### config.mk
export PLATFORM = sky130hd
export DESIGN_NAME = pe_mac_tile_flat
export DESIGN_NICKNAME = d
export VERILOG_FILES = /design/src/rtl/pe_pkg.sv /design/src/rtl/pe_mac_tile_if.sv /design/src/rtl/pe_mac_unit.sv /design/src/rtl/pe_mac_tile.sv /design/src/flat_wrapper.sv
export SDC_FILE = /design/constraint.sdc
export NUM_CORES = 1
export LEC_CHECK = 0
export CORE_ASPECT_RATIO = 1.25
export CORE_MARGIN = 4
export CORE_UTILIZATION = 28
export CTS_CLUSTER_DIAMETER = 120
export DETAILED_ROUTE_END_ITERATION = 8
export GPL_ROUTABILITY_DRIVEN = 1
export PLACE_DENSITY = 0.48
export SYNTH_ARGS = -nofsm -noshare
export SYNTH_HDL_FRONTEND = slang
export SYNTH_SLANG_ARGS = --single-unit
### constraint.sdc
create_clock -name clk -period 7.2 [get_ports clk]
set_input_delay 1.44 -clock clk [delete_from_list [all_inputs] [get_ports clk]]
set_output_delay 1.44 -clock clk [all_outputs]
set_load 0.005 [all_outputs]
### src/rtl/pe_pkg.sv
// -----------------------------------------------------------------------------
// pe_pkg
// Shared definitions for the pe_mac_tile processing element:
//   - default operand / accumulator widths
//   - drain FSM state encoding
//   - width legality helper used for the elaboration-time check
// Optional build macro honoured by the PE: PE_ACC_SAT_EN (saturating
// accumulation plus the sat_flag port).
// -----------------------------------------------------------------------------
package pe_pkg;

  localparam int unsigned PE_DATA_W = 8;
  localparam int unsigned PE_ACC_W  = 32;

  typedef enum logic [1:0] {
    ST_IDLE = 2'd0,
    ST_HELD = 2'd1,
    ST_PASS = 2'd2
  } pe_state_e;

  // The accumulator must hold at least one full-width product.
  function automatic bit acc_w_fits(input int unsigned data_w, input int unsigned acc_w);
    return (acc_w >= (32'd2 * data_w));
  endfunction

endpackage

### src/rtl/pe_mac_tile_if.sv
// -----------------------------------------------------------------------------
// pe_mac_tile_if
// Bundles the operand streams, tile framing, result drain chain and status of
// one processing element.
//   master : the array / environment side (drives operands, drain window,
//            upstream result; observes forwarded operands and results)
//   slave  : the PE side
// Signals:
//   op_signed                          operand signedness per MAC
//   inp_west, w_valid, w_first, w_last west operand stream with tile framing
//   inp_north, n_valid                 north operand stream
//   outp_east, e_valid, e_first, e_last registered west stream toward east
//   outp_south, s_valid                registered north stream toward south
//   drain_en                           column drain window
//   res_in, res_in_valid               result from the northern neighbour
//   res_out, res_out_valid             result toward the south
//   ovf_err                            sticky overwrite-before-drain error
// -----------------------------------------------------------------------------
interface pe_mac_tile_if
  import pe_pkg::*;
#(
  parameter int unsigned DATA_W = PE_DATA_W,
  parameter int unsigned ACC_W  = PE_ACC_W
);

  logic              op_signed;
  logic [DATA_W-1:0] inp_west;
  logic              w_valid;
  logic              w_first;
  logic              w_last;
  logic [DATA_W-1:0] inp_north;
  logic              n_valid;
  logic [DATA_W-1:0] outp_east;
  logic              e_valid;
  logic              e_first;
  logic              e_last;
  logic [DATA_W-1:0] outp_south;
  logic              s_valid;
  logic              drain_en;
  logic [ACC_W-1:0]  res_in;
  logic              res_in_valid;
  logic [ACC_W-1:0]  res_out;
  logic              res_out_valid;
  logic              ovf_err;

  modport master (
    output op_signed, inp_west, w_valid, w_first, w_last, inp_north, n_valid,
           drain_en, res_in, res_in_valid,
    input  outp_east, e_valid, e_first, e_last, outp_south, s_valid,
           res_out, res_out_valid, ovf_err
  );

  modport slave (
    input  op_signed, inp_west, w_valid, w_first, w_last, inp_north, n_valid,
           drain_en, res_in, res_in_valid,
    output outp_east, e_valid, e_first, e_last, outp_south, s_valid,
           res_out, res_out_valid, ovf_err
  );

endinterface

### src/rtl/pe_mac_unit.sv
// -----------------------------------------------------------------------------
// pe_mac_unit
// Combinational multiply-accumulate step of the PE.
//   op_signed  in  1       operands two's-complement when 1
//   north      in  DATA_W  north operand
//   west       in  DATA_W  west operand
//   acc_in     in  ACC_W   current accumulator
//   first      in  1       start of tile: product replaces the accumulator
//   sum        out ACC_W   next accumulator value
//   sat        out 1       (PE_ACC_SAT_EN only) result was clamped
// Build macro PE_ACC_SAT_EN: clamp at the ACC_W limits instead of wrapping.
// -----------------------------------------------------------------------------
module pe_mac_unit
  import pe_pkg::*;
#(
  parameter int unsigned DATA_W = PE_DATA_W,
  parameter int unsigned ACC_W  = PE_ACC_W
) (
  input  logic              op_signed,
  input  logic [DATA_W-1:0] north,
  input  logic [DATA_W-1:0] west,
  input  logic [ACC_W-1:0]  acc_in,
  input  logic              first,
`ifdef PE_ACC_SAT_EN
  output logic              sat,
`endif
  output logic [ACC_W-1:0]  sum
);

  localparam int unsigned PROD_W = 2 * DATA_W;

  logic signed [PROD_W-1:0] prod_sgn_s;
  logic        [PROD_W-1:0] prod_uns_s;
  logic        [ACC_W-1:0]  prod_ext_s;
  logic        [ACC_W-1:0]  base_s;

  // Both products are formed at full width; size casts of a signed operand
  // sign-extend, of an unsigned one zero-extend.
  assign prod_sgn_s = PROD_W'($signed(north)) * PROD_W'($signed(west));
  assign prod_uns_s = PROD_W'(north) * PROD_W'(west);
  assign prod_ext_s = op_signed ? ACC_W'(prod_sgn_s) : ACC_W'(prod_uns_s);
  assign base_s     = first ? {ACC_W{1'b0}} : acc_in;

`ifdef PE_ACC_SAT_EN
  logic [ACC_W:0] sum_wide_s;

  assign sum_wide_s = {1'b0, base_s} + {1'b0, prod_ext_s};

  // Clamp: signed overflow when both addends share a sign the result lost;
  // unsigned overflow is a carry out (unsigned products are never negative).
  always_comb begin
    sum = sum_wide_s[ACC_W-1:0];
    sat = 1'b0;
    if (op_signed) begin
      if ((base_s[ACC_W-1] == prod_ext_s[ACC_W-1]) &&
          (sum_wide_s[ACC_W-1] != prod_ext_s[ACC_W-1])) begin
        sat = 1'b1;
        sum = prod_ext_s[ACC_W-1] ? {1'b1, {(ACC_W-1){1'b0}}}
                                  : {1'b0, {(ACC_W-1){1'b1}}};
      end else begin
        sat = 1'b0;
      end
    end else begin
      if (sum_wide_s[ACC_W]) begin
        sat = 1'b1;
        sum = {ACC_W{1'b1}};
      end else begin
        sat = 1'b0;
      end
    end
  end
`else
  assign sum = base_s + prod_ext_s;
`endif

endmodule

### src/rtl/pe_mac_tile.sv
// -----------------------------------------------------------------------------
// pe_mac_tile
// Output-stationary systolic processing element with tile framing and a
// south-bound result drain chain.
//   clk      in   rising-edge clock
//   rst      in   synchronous, active-low reset
//   bus      slave modport of pe_mac_tile_if (operands, framing, forwarding,
//            drain chain, ovf_err)
//   sat_flag out  (PE_ACC_SAT_EN only) one-cycle pulse on a clamped MAC
// Operands and framing are forwarded east/south with one cycle of latency.
// A tile's final sum is parked in a hold register and emitted into the drain
// chain when drain_en is seen; while draining, the PE passes its northern
// neighbour's results south so the southmost PE's result leaves first.
// Build macro PE_ACC_SAT_EN: saturating accumulation and the sat_flag port.
// -----------------------------------------------------------------------------
module pe_mac_tile
  import pe_pkg::*;
#(
  parameter int unsigned DATA_W = PE_DATA_W,
  parameter int unsigned ACC_W  = PE_ACC_W
) (
  input  logic         clk,
  input  logic         rst,
`ifdef PE_ACC_SAT_EN
  output logic         sat_flag,
`endif
  pe_mac_tile_if.slave bus
);

  if (!acc_w_fits(DATA_W, ACC_W)) begin : g_acc_w_check
    $error("pe_mac_tile: ACC_W must be at least 2*DATA_W");
  end

  logic [ACC_W-1:0] acc_r;
  logic [ACC_W-1:0] hold_r;
  logic             hold_full_r;
  pe_state_e        state_r;

  logic             fire_s;
  logic             complete_s;
  logic [ACC_W-1:0] mac_sum_s;
`ifdef PE_ACC_SAT_EN
  logic             mac_sat_s;
`endif

  assign fire_s     = bus.w_valid & bus.n_valid;
  assign complete_s = fire_s & bus.w_last;

  pe_mac_unit #(
    .DATA_W (DATA_W),
    .ACC_W  (ACC_W)
  ) u_mac (
    .op_signed (bus.op_signed),
    .north     (bus.inp_north),
    .west      (bus.inp_west),
    .acc_in    (acc_r),
    .first     (bus.w_first),
`ifdef PE_ACC_SAT_EN
    .sat       (mac_sat_s),
`endif
    .sum       (mac_sum_s)
  );

  // Operand forwarding (unconditional, even when invalid) and accumulator.
  always_ff @(posedge clk) begin
    if (!rst) begin
      bus.outp_east  <= {DATA_W{1'b0}};
      bus.e_valid    <= 1'b0;
      bus.e_first    <= 1'b0;
      bus.e_last     <= 1'b0;
      bus.outp_south <= {DATA_W{1'b0}};
      bus.s_valid    <= 1'b0;
      acc_r          <= {ACC_W{1'b0}};
    end else begin
      bus.outp_east  <= bus.inp_west;
      bus.e_valid    <= bus.w_valid;
      bus.e_first    <= bus.w_first;
      bus.e_last     <= bus.w_last;
      bus.outp_south <= bus.inp_north;
      bus.s_valid    <= bus.n_valid;
      if (fire_s) begin
        acc_r <= mac_sum_s;
      end
    end
  end

`ifdef PE_ACC_SAT_EN
  // One-cycle pulse for every MAC whose result was clamped.
  always_ff @(posedge clk) begin
    if (!rst) begin
      sat_flag <= 1'b0;
    end else begin
      sat_flag <= fire_s & mac_sat_s;
    end
  end
`endif

  // Drain FSM: parks finished results and drives the south-bound result chain.
  always_ff @(posedge clk) begin
    if (!rst) begin
      state_r           <= ST_IDLE;
      hold_r            <= {ACC_W{1'b0}};
      hold_full_r       <= 1'b0;
      bus.res_out       <= {ACC_W{1'b0}};
      bus.res_out_valid <= 1'b0;
      bus.ovf_err       <= 1'b0;
    end else begin
      case (state_r)
        ST_IDLE: begin
          bus.res_out_valid <= 1'b0;
          if (complete_s) begin
            hold_r      <= mac_sum_s;
            hold_full_r <= 1'b1;
            state_r     <= ST_HELD;
          end
        end
        ST_HELD: begin
          if (bus.drain_en) begin
            bus.res_out       <= hold_r;
            bus.res_out_valid <= 1'b1;
            // A result landing in the emit cycle replaces the one leaving, so
            // nothing is lost and this PE must still wait for its own slot.
            if (complete_s) begin
              hold_r      <= mac_sum_s;
              hold_full_r <= 1'b1;
              state_r     <= ST_HELD;
            end else begin
              hold_full_r <= 1'b0;
              state_r     <= ST_PASS;
            end
          end else begin
            bus.res_out_valid <= 1'b0;
            if (complete_s) begin
              hold_r      <= mac_sum_s;
              bus.ovf_err <= 1'b1;
            end
          end
        end
        ST_PASS: begin
          bus.res_out       <= bus.res_in;
          bus.res_out_valid <= bus.res_in_valid;
          if (complete_s) begin
            hold_r      <= mac_sum_s;
            hold_full_r <= 1'b1;
            if (hold_full_r) begin
              bus.ovf_err <= 1'b1;
            end
          end
          // A result parked during the window is emitted in the next window.
          if (!bus.drain_en) begin
            state_r <= (complete_s || hold_full_r) ? ST_HELD : ST_IDLE;
          end
        end
        default: begin
          bus.res_out_valid <= 1'b0;
          hold_full_r       <= 1'b0;
          state_r           <= ST_IDLE;
        end
      endcase
    end
  end

endmodule

### src/flat_wrapper.sv
// flat-port wrapper written by rule: the top's interface ports become plain ports
module pe_mac_tile_flat import pe_pkg::*;
#(
  parameter int unsigned DATA_W = PE_DATA_W,
  parameter int unsigned ACC_W  = PE_ACC_W
)
  (clk, rst, bus_op_signed, bus_inp_west, bus_w_valid, bus_w_first, bus_w_last, bus_inp_north, bus_n_valid, bus_drain_en, bus_res_in, bus_res_in_valid, bus_outp_east, bus_e_valid, bus_e_first, bus_e_last, bus_outp_south, bus_s_valid, bus_res_out, bus_res_out_valid, bus_ovf_err);
  pe_mac_tile_if #(.DATA_W(DATA_W), .ACC_W(ACC_W)) bus_i ();
  input  logic clk;
  input  logic rst;
  input wire logic [$bits(bus_i.op_signed)-1:0] bus_op_signed;
  input wire logic [$bits(bus_i.inp_west)-1:0] bus_inp_west;
  input wire logic [$bits(bus_i.w_valid)-1:0] bus_w_valid;
  input wire logic [$bits(bus_i.w_first)-1:0] bus_w_first;
  input wire logic [$bits(bus_i.w_last)-1:0] bus_w_last;
  input wire logic [$bits(bus_i.inp_north)-1:0] bus_inp_north;
  input wire logic [$bits(bus_i.n_valid)-1:0] bus_n_valid;
  input wire logic [$bits(bus_i.drain_en)-1:0] bus_drain_en;
  input wire logic [$bits(bus_i.res_in)-1:0] bus_res_in;
  input wire logic [$bits(bus_i.res_in_valid)-1:0] bus_res_in_valid;
  output wire logic [$bits(bus_i.outp_east)-1:0] bus_outp_east;
  output wire logic [$bits(bus_i.e_valid)-1:0] bus_e_valid;
  output wire logic [$bits(bus_i.e_first)-1:0] bus_e_first;
  output wire logic [$bits(bus_i.e_last)-1:0] bus_e_last;
  output wire logic [$bits(bus_i.outp_south)-1:0] bus_outp_south;
  output wire logic [$bits(bus_i.s_valid)-1:0] bus_s_valid;
  output wire logic [$bits(bus_i.res_out)-1:0] bus_res_out;
  output wire logic [$bits(bus_i.res_out_valid)-1:0] bus_res_out_valid;
  output wire logic [$bits(bus_i.ovf_err)-1:0] bus_ovf_err;
  assign bus_i.op_signed = bus_op_signed;
  assign bus_i.inp_west = bus_inp_west;
  assign bus_i.w_valid = bus_w_valid;
  assign bus_i.w_first = bus_w_first;
  assign bus_i.w_last = bus_w_last;
  assign bus_i.inp_north = bus_inp_north;
  assign bus_i.n_valid = bus_n_valid;
  assign bus_i.drain_en = bus_drain_en;
  assign bus_i.res_in = bus_res_in;
  assign bus_i.res_in_valid = bus_res_in_valid;
  assign bus_outp_east = bus_i.outp_east;
  assign bus_e_valid = bus_i.e_valid;
  assign bus_e_first = bus_i.e_first;
  assign bus_e_last = bus_i.e_last;
  assign bus_outp_south = bus_i.outp_south;
  assign bus_s_valid = bus_i.s_valid;
  assign bus_res_out = bus_i.res_out;
  assign bus_res_out_valid = bus_i.res_out_valid;
  assign bus_ovf_err = bus_i.ovf_err;
  pe_mac_tile #(.DATA_W(DATA_W), .ACC_W(ACC_W)) u_core (.clk(clk), .rst(rst), .bus(bus_i));
endmodule
Word level (Yosys, flattened, before mapping)
Index checks and enable logic that the tools add are counted.
{"block": "word_totals", "output_inout_bits": 54, "register_bits": 121, "input_bits": 57}
{"block": "classes", "bitwise": 2, "n_reduce_logical": 10, "n_mul": 2, "n_mux": 20, "eq_ne": 10, "addsub": 1}
{"cell": "2-to-1 mux 32 bit", "n": 3}
{"cell": "case mux 32 bit (2 select lines)", "n": 1}
{"cell": "adder 32 bit", "n": 1}
{"cell": "multiplier 8 x 8 -> 16 bit", "n": 2}
{"cell": "!= test 2 x 1 -> 1 bit, second input constant", "n": 5}
{"cell": "2-to-1 mux 1 bit", "n": 8}
{"cell": "2-to-1 mux 2 bit", "n": 4}
{"cell": "!= test 2 bit, second input constant", "n": 3}
{"cell": "case mux 1 bit (2 select lines)", "n": 3}
{"cell": "case mux 2 bit (3 select lines)", "n": 1}
{"cell": "AND reduction 2 bit", "n": 3}
{"cell": "AND reduction 5 bit", "n": 1}
{"cell": "AND reduction 3 bit", "n": 1}
{"cell": "OR reduction 3 bit", "n": 1}
{"cell": "bitwise AND 1 bit", "n": 2}
{"cell": "equality test 2 x 1 -> 1 bit, second input constant", "n": 1}
{"cell": "equality test 2 bit, second input constant", "n": 1}
{"cell": "zero test 2 bit", "n": 1}
{"cell": "nonzero test 2 bit", "n": 1}
{"cell": "OR reduction 2 bit", "n": 1}
{"cell": "logical OR 1 bit", "n": 1}

Depth between registers and ports, before layout
{"block": "logic_depth", "ltp_word": 6, "depth_mapped": 30}

Modules after synthesis
From an unflattened synthesis, not the netlist that was laid out.
{"block": "hier_totals", "hier_cells": 1246, "area_unflattened_um2": 10679.0}
{"mod": "pe_mac_unit", "n_inst": 1, "cells_each": 739, "area_each_um2": 5958.2}
{"mod": "pe_mac_tile", "n_inst": 1, "cells_each": 507, "area_each_um2": 4720.8}

Worst setup path after synthesis
OpenSTA, ideal clock, no wires.
{"block": "synth_path", "kind": "input to register", "startpoint": "in bus_inp_west[2]", "endpoint": "reg u_core.acc_r[30]", "required_time_ps": 7069, "arrival_ps": 7230, "cell_stages": 28, "n_path_buf": 2, "setup_ps": 131, "slack_ps": -161, "path_cell_list": "clkbuf_1 -> and2_1 -> fa_1 -> inv_1 -> fa_1 -> inv_1 -> fa_1 -> inv_1 -> fa_1 -> inv_1 -> ha_1 -> o21ai_1 -> o21ai_1 -> a31oi_4 -> o211ai_1 -> a21o_1 -> nand3_2 -> inv_1 -> ha_1 -> buf_2 -> a21oi_2 -> a21oi_1 -> a311oi_2 -> a31oi_1 -> o41ai_2 -> o21ai_1 -> nand3_1 -> o211ai_1"}
{"block": "synth_via", "elab_chain_len": 3, "word_cells_on_any_way": 4, "classes_between": "1 x add/sub; 2 x mul; 1 x mux"}
{"element": "start, declared", "line": "flat_wrapper.sv:12", "source": "input wire logic [$bits(bus_i.inp_west)-1:0] bus_inp_west;"}
{"element": "multiplier 8 x 8 -> 16 bit, on equally long branches", "line": "pe_mac_unit.sv:40, pe_mac_unit.sv:39"}
{"element": "2-to-1 mux 32 bit *", "line": "pe_mac_unit.sv:41", "source": "assign prod_ext_s = op_signed ? ACC_W'(prod_sgn_s) : ACC_W'(prod_uns_s);"}
{"element": "adder 32 bit *", "line": "pe_mac_unit.sv:73", "source": "assign sum = base_s + prod_ext_s;"}
{"element": "end signal, assigned", "line": "pe_mac_tile.sv:73", "source": "acc_r <= {ACC_W{1'b0}};"}
{"element": "end signal, assigned", "line": "pe_mac_tile.sv:82", "source": "acc_r <= mac_sum_s;"}
{"element": "end, declared", "line": "pe_mac_tile.sv:34", "source": "logic [ACC_W-1:0] acc_r;"}
Every way passes the cells marked *; elsewhere a longest branch is shown, timed or not.
A chain may end at the register's enable or synchronous reset.

Worst setup path in the final report
{"block": "layout_path", "startpoint": "in bus_inp_north[7]", "endpoint": "reg u_core.acc_r[28]"}
{"block": "layout_via", "elab_chain_len": 3, "word_cells_on_any_way": 4, "classes_between": "1 x add/sub; 2 x mul; 1 x mux"}
{"element": "start, declared", "line": "flat_wrapper.sv:16", "source": "input wire logic [$bits(bus_i.inp_north)-1:0] bus_inp_north;"}
{"element": "multiplier 8 x 8 -> 16 bit, on equally long branches", "line": "pe_mac_unit.sv:40, pe_mac_unit.sv:39"}
{"element": "2-to-1 mux 32 bit *", "line": "pe_mac_unit.sv:41"}
{"element": "adder 32 bit *", "line": "pe_mac_unit.sv:73"}
Marks and branches as above.

==> key figures <==
Yosys
  – Seq cells post-synth: between 100 and 150
  – Unique masters post-synth: between 60 and 70
  – Syn Nets: about 1.5k
  – Yosys warns: 0
  – Synth top area share: 0.2282
  – Post-Syn Area: between 10000 and 15000 sq um
  – Area contributors post-synth: dfxtp_1, fa_1, ha_1, inv_1, nand2_1
  – Post-synth top flop: dfxtp_1
  – Syn_area_per_cell: around 8.4 sq um
  – Post-synth EDFFs: 0
  – Largest area contributor in the netlist: dfxtp_1
  – Ys async rst share: 0
  – Sequential cell area fraction in the yosys report: 0.2282
  – Synth Instances: 1269

Critical path
  – Crit path required time: roughly 7600 ps
  – Critical path type: in -> reg
  – Largest stage delay, worst path: around 560 ps
  – Arrival time worst endpoint: about 7400 ps
  – Worst r2r path cells: 12
  – Most frequent CP cell: fa_1
  – CP max FO: 5
  – CP delay by family, top: adder cells
  – WP depth: 31
  – Critical path endpoint category: register
  – Startpoint types: primary input
  – Crit-path slowest cell: fa_1
  – Buffers & Inverters on Critical Path: 9

STA
  – Final setup viols: 0
  – Max Freq: roughly 140 MHz
  – Fin Clk Skew: around 12 ps
  – Slew Limit Fails: 0
  – Fin Hold WS: about 450 ps
  – Final setup margin: 195.5 ps
  – Fin crit period: 7004 ps
  – Final hold vios: 0
  – Max transition margin: 0.4605
  – RSZ-0062 raised after global routing: yes
  – Crit share post-route: 0.9728
  – Slew of the pin with the lowest slew margin: ~810 ps

Power and ir drop
  – Max VDD drop: 0.0001801 V
  – Pwr dens: 403.6 nW/um^2
  – Total power: 5.969 mW
  – Leak: approximately 6.6 nW

Run status
  – Outcome: finished, final reports clean

Placement
  – Detailed placement HPWL: between 20000 and 25000 um
  – Area after DPL: 13600 sq um
  – Setup WS pre-CTS: -1050 ps
  – Port bufs: 110
  – Placed insts: about 2k
  – Routability cong.: 0.8249

Route
  – Post-route DRC violation count: 0
  – Detailed Routing Iterations Pass 1: 4
  – Final wirelength: 29010 um
  – Via-to-Cell Ratio: 4.483
  – Post-route ant nets: 0
  – Drt wl/cell: approximately 14 um
  – 1st-iter DRT viols: 318
  – Routed via count: between 9k and 10k

Final layout
  – Most frequent cells in the layout: buf_4, inv_1, nand2_1, dfxtp_1, clkdlybuf4s50_1
  – Antenna Cells: 0
  – Layout cell share with drive strength beyond 1: 0.2330
  – Area Overhead vs Synth: 39.34%
  – Nets: around 1.8k
  – Post-route non-filler standard cell count: slightly above 2k
  – Post-route cell area: between 10000 and 15000 sq um
  – Commonest non-fill, non-tap cell in the layout: buf_4
  – Fill cells: 3829

Floorplan
  – Core box area: ~37000 sq um
  – Die span in x: around 180 um
  – I/O pin count: 111
  – Die Ht: ~230 um
  – Rows: about 80
  – Initial Utilization: 0.2841
  – Die ar.: just over 40000 sq um

GRT
  – Largest net degree at the start of global routing: just over 60
  – Global route overflow: 0
  – GRT Total Usage: 0.1422
  – Global-route wire length before repair: between 40000 and 50000 um
  – Initial antenna violation count: 1
  – Vias in the first global route: approximately 9.5k

CTS
  – Total clock buffers created by CTS: 17
  – H-tree Lvls: 4
  – Root buffer cell: clkbuf_16
  – Clk buf depth: 2
  – CTS tree: yes
  – CTS Hold Bufs: 0
  – Clock sink count: about 120
  – Clock latency on the worst-skew pair: 430 ps
  – Clock slew at reported path FFs: ~60 ps

Hold path
  – Worst hold path type: reg -> reg
  – Worst Hold Depth: 2

Job
  – Number of max-cap violations: 0
-- cell usage after synthesis (all sizes together) (9+ instances only) --
| master | number |
|---|---|
| clkbuf | 49 |
| a211oi | 40 |
| nand4 | 11 |
| mux2i | 36 |
| dfxtp | 121 |
| a21o | 20 |
| fa | 86 |
| nand2 | 130 |
| and2 | 70 |
| xnor2 | 33 |
| a21oi | 85 |
| nor2b | 37 |
| nand2b | 9 |
| xor2 | 17 |
| inv | 170 |
| o21bai | 9 |
| ha | 93 |
| buf | 15 |
| nor2 | 81 |
| o21ai | 48 |
| nand3 | 34 |
-- kinds of logic after synthesis --
group | after synthesis | share of synthesized area
compound gates | 242 | 0.1495
xor+xnor | 51 | 0.04338
fa+ha+maj | 179 | 0.2718
buf+inv | 234 | 0.08358
flops | 121 | 0.2282
mux | 39 | 0.03713
simple gates | 403 | 0.1864
-- worst min-delay path, cell delays in order (launching register included) --
cell and delay (ps):
dfxtp_1 300, nand2_1 50, a21oi_1 50
-- power by group --
part / total (mW) / internal (mW) / switching (mW)
Clock: 0.928 / 0.590 / 0.339
Combinational: 4.14 / 2.14 / 2.00
Sequential: 0.902 / 0.825 / 0.0772
Total: 5.97 / 3.55 / 2.42
-- repair_timing --
action	CTS	global route
setup buffers	8	8
gates resized for setup	92	85
hold endpoints to repair	0	0
gates cloned	1	0
pin swaps	23	51
endpoints found under the setup margin	36	34
-- cell type report --
class                           count  area [sq um]  share of cell area
Inverter                          170         641.9             0.04340
Clock buffer                       18         439.2             0.02970
Tap cell                          486         608.1             0.04112
Timing Repair Buffer              321          2700              0.1826
Sequential cell                   121          2422              0.1638
Multi-Input combinational cell    914          7784              0.5263
Clock inverter                     14         193.9             0.01311
-- registers in the layout, summed over array words and instances, names as in the netlist, 2 cells and up --
| name | count |
|---|---|
| u_core.hold_r | 32 |
| u_core.bus.res_out | 32 |
| u_core.acc_r | 32 |
| u_core.bus.outp_south | 8 |
| u_core.bus.outp_east | 8 |
| u_core.state_r | 2 |
-- per-layer routing --
| layer | GRT usage | up-vias | part of all wire |
|---|---|---|---|
| met3 | 0.02417 | 29 | 0.031 |
| met5 | 0 | - | 0.00045 |
| met1 | 0.1796 | 4257 | 0.46 |
| met2 | 0.2498 | 135 | 0.49 |
| li1 | - | 4740 | - |
| met4 | 0.04141 | 2 | 0.014 |
-- stage by stage --
stage               utilization  TNS, ps
finish                   0.3958        0
global route             0.3958   -203.4
CTS                      0.3864        0
detailed placement       0.3639   -30590
global placement         0.3639   -29830
floorplan                     -        0
-- path summary, 6_finish.rpt --
path | startpoint | endpoint | slack, ps
min reg2reg | u_core.acc_r[8]$_SDFFE_PN0P_ | u_core.acc_r[8]$_SDFFE_PN0P_ | 450
max reg2reg | u_core.acc_r[0]$_SDFFE_PN0P_ | u_core.hold_r[14]$_SDFFE_PN0P_ | 4470
min | u_core.acc_r[8]$_SDFFE_PN0P_ | u_core.acc_r[8]$_SDFFE_PN0P_ | 450
max | bus_inp_north[7] | u_core.acc_r[28]$_SDFFE_PN0P_ | 200
(Power assumes the default switching activity.)
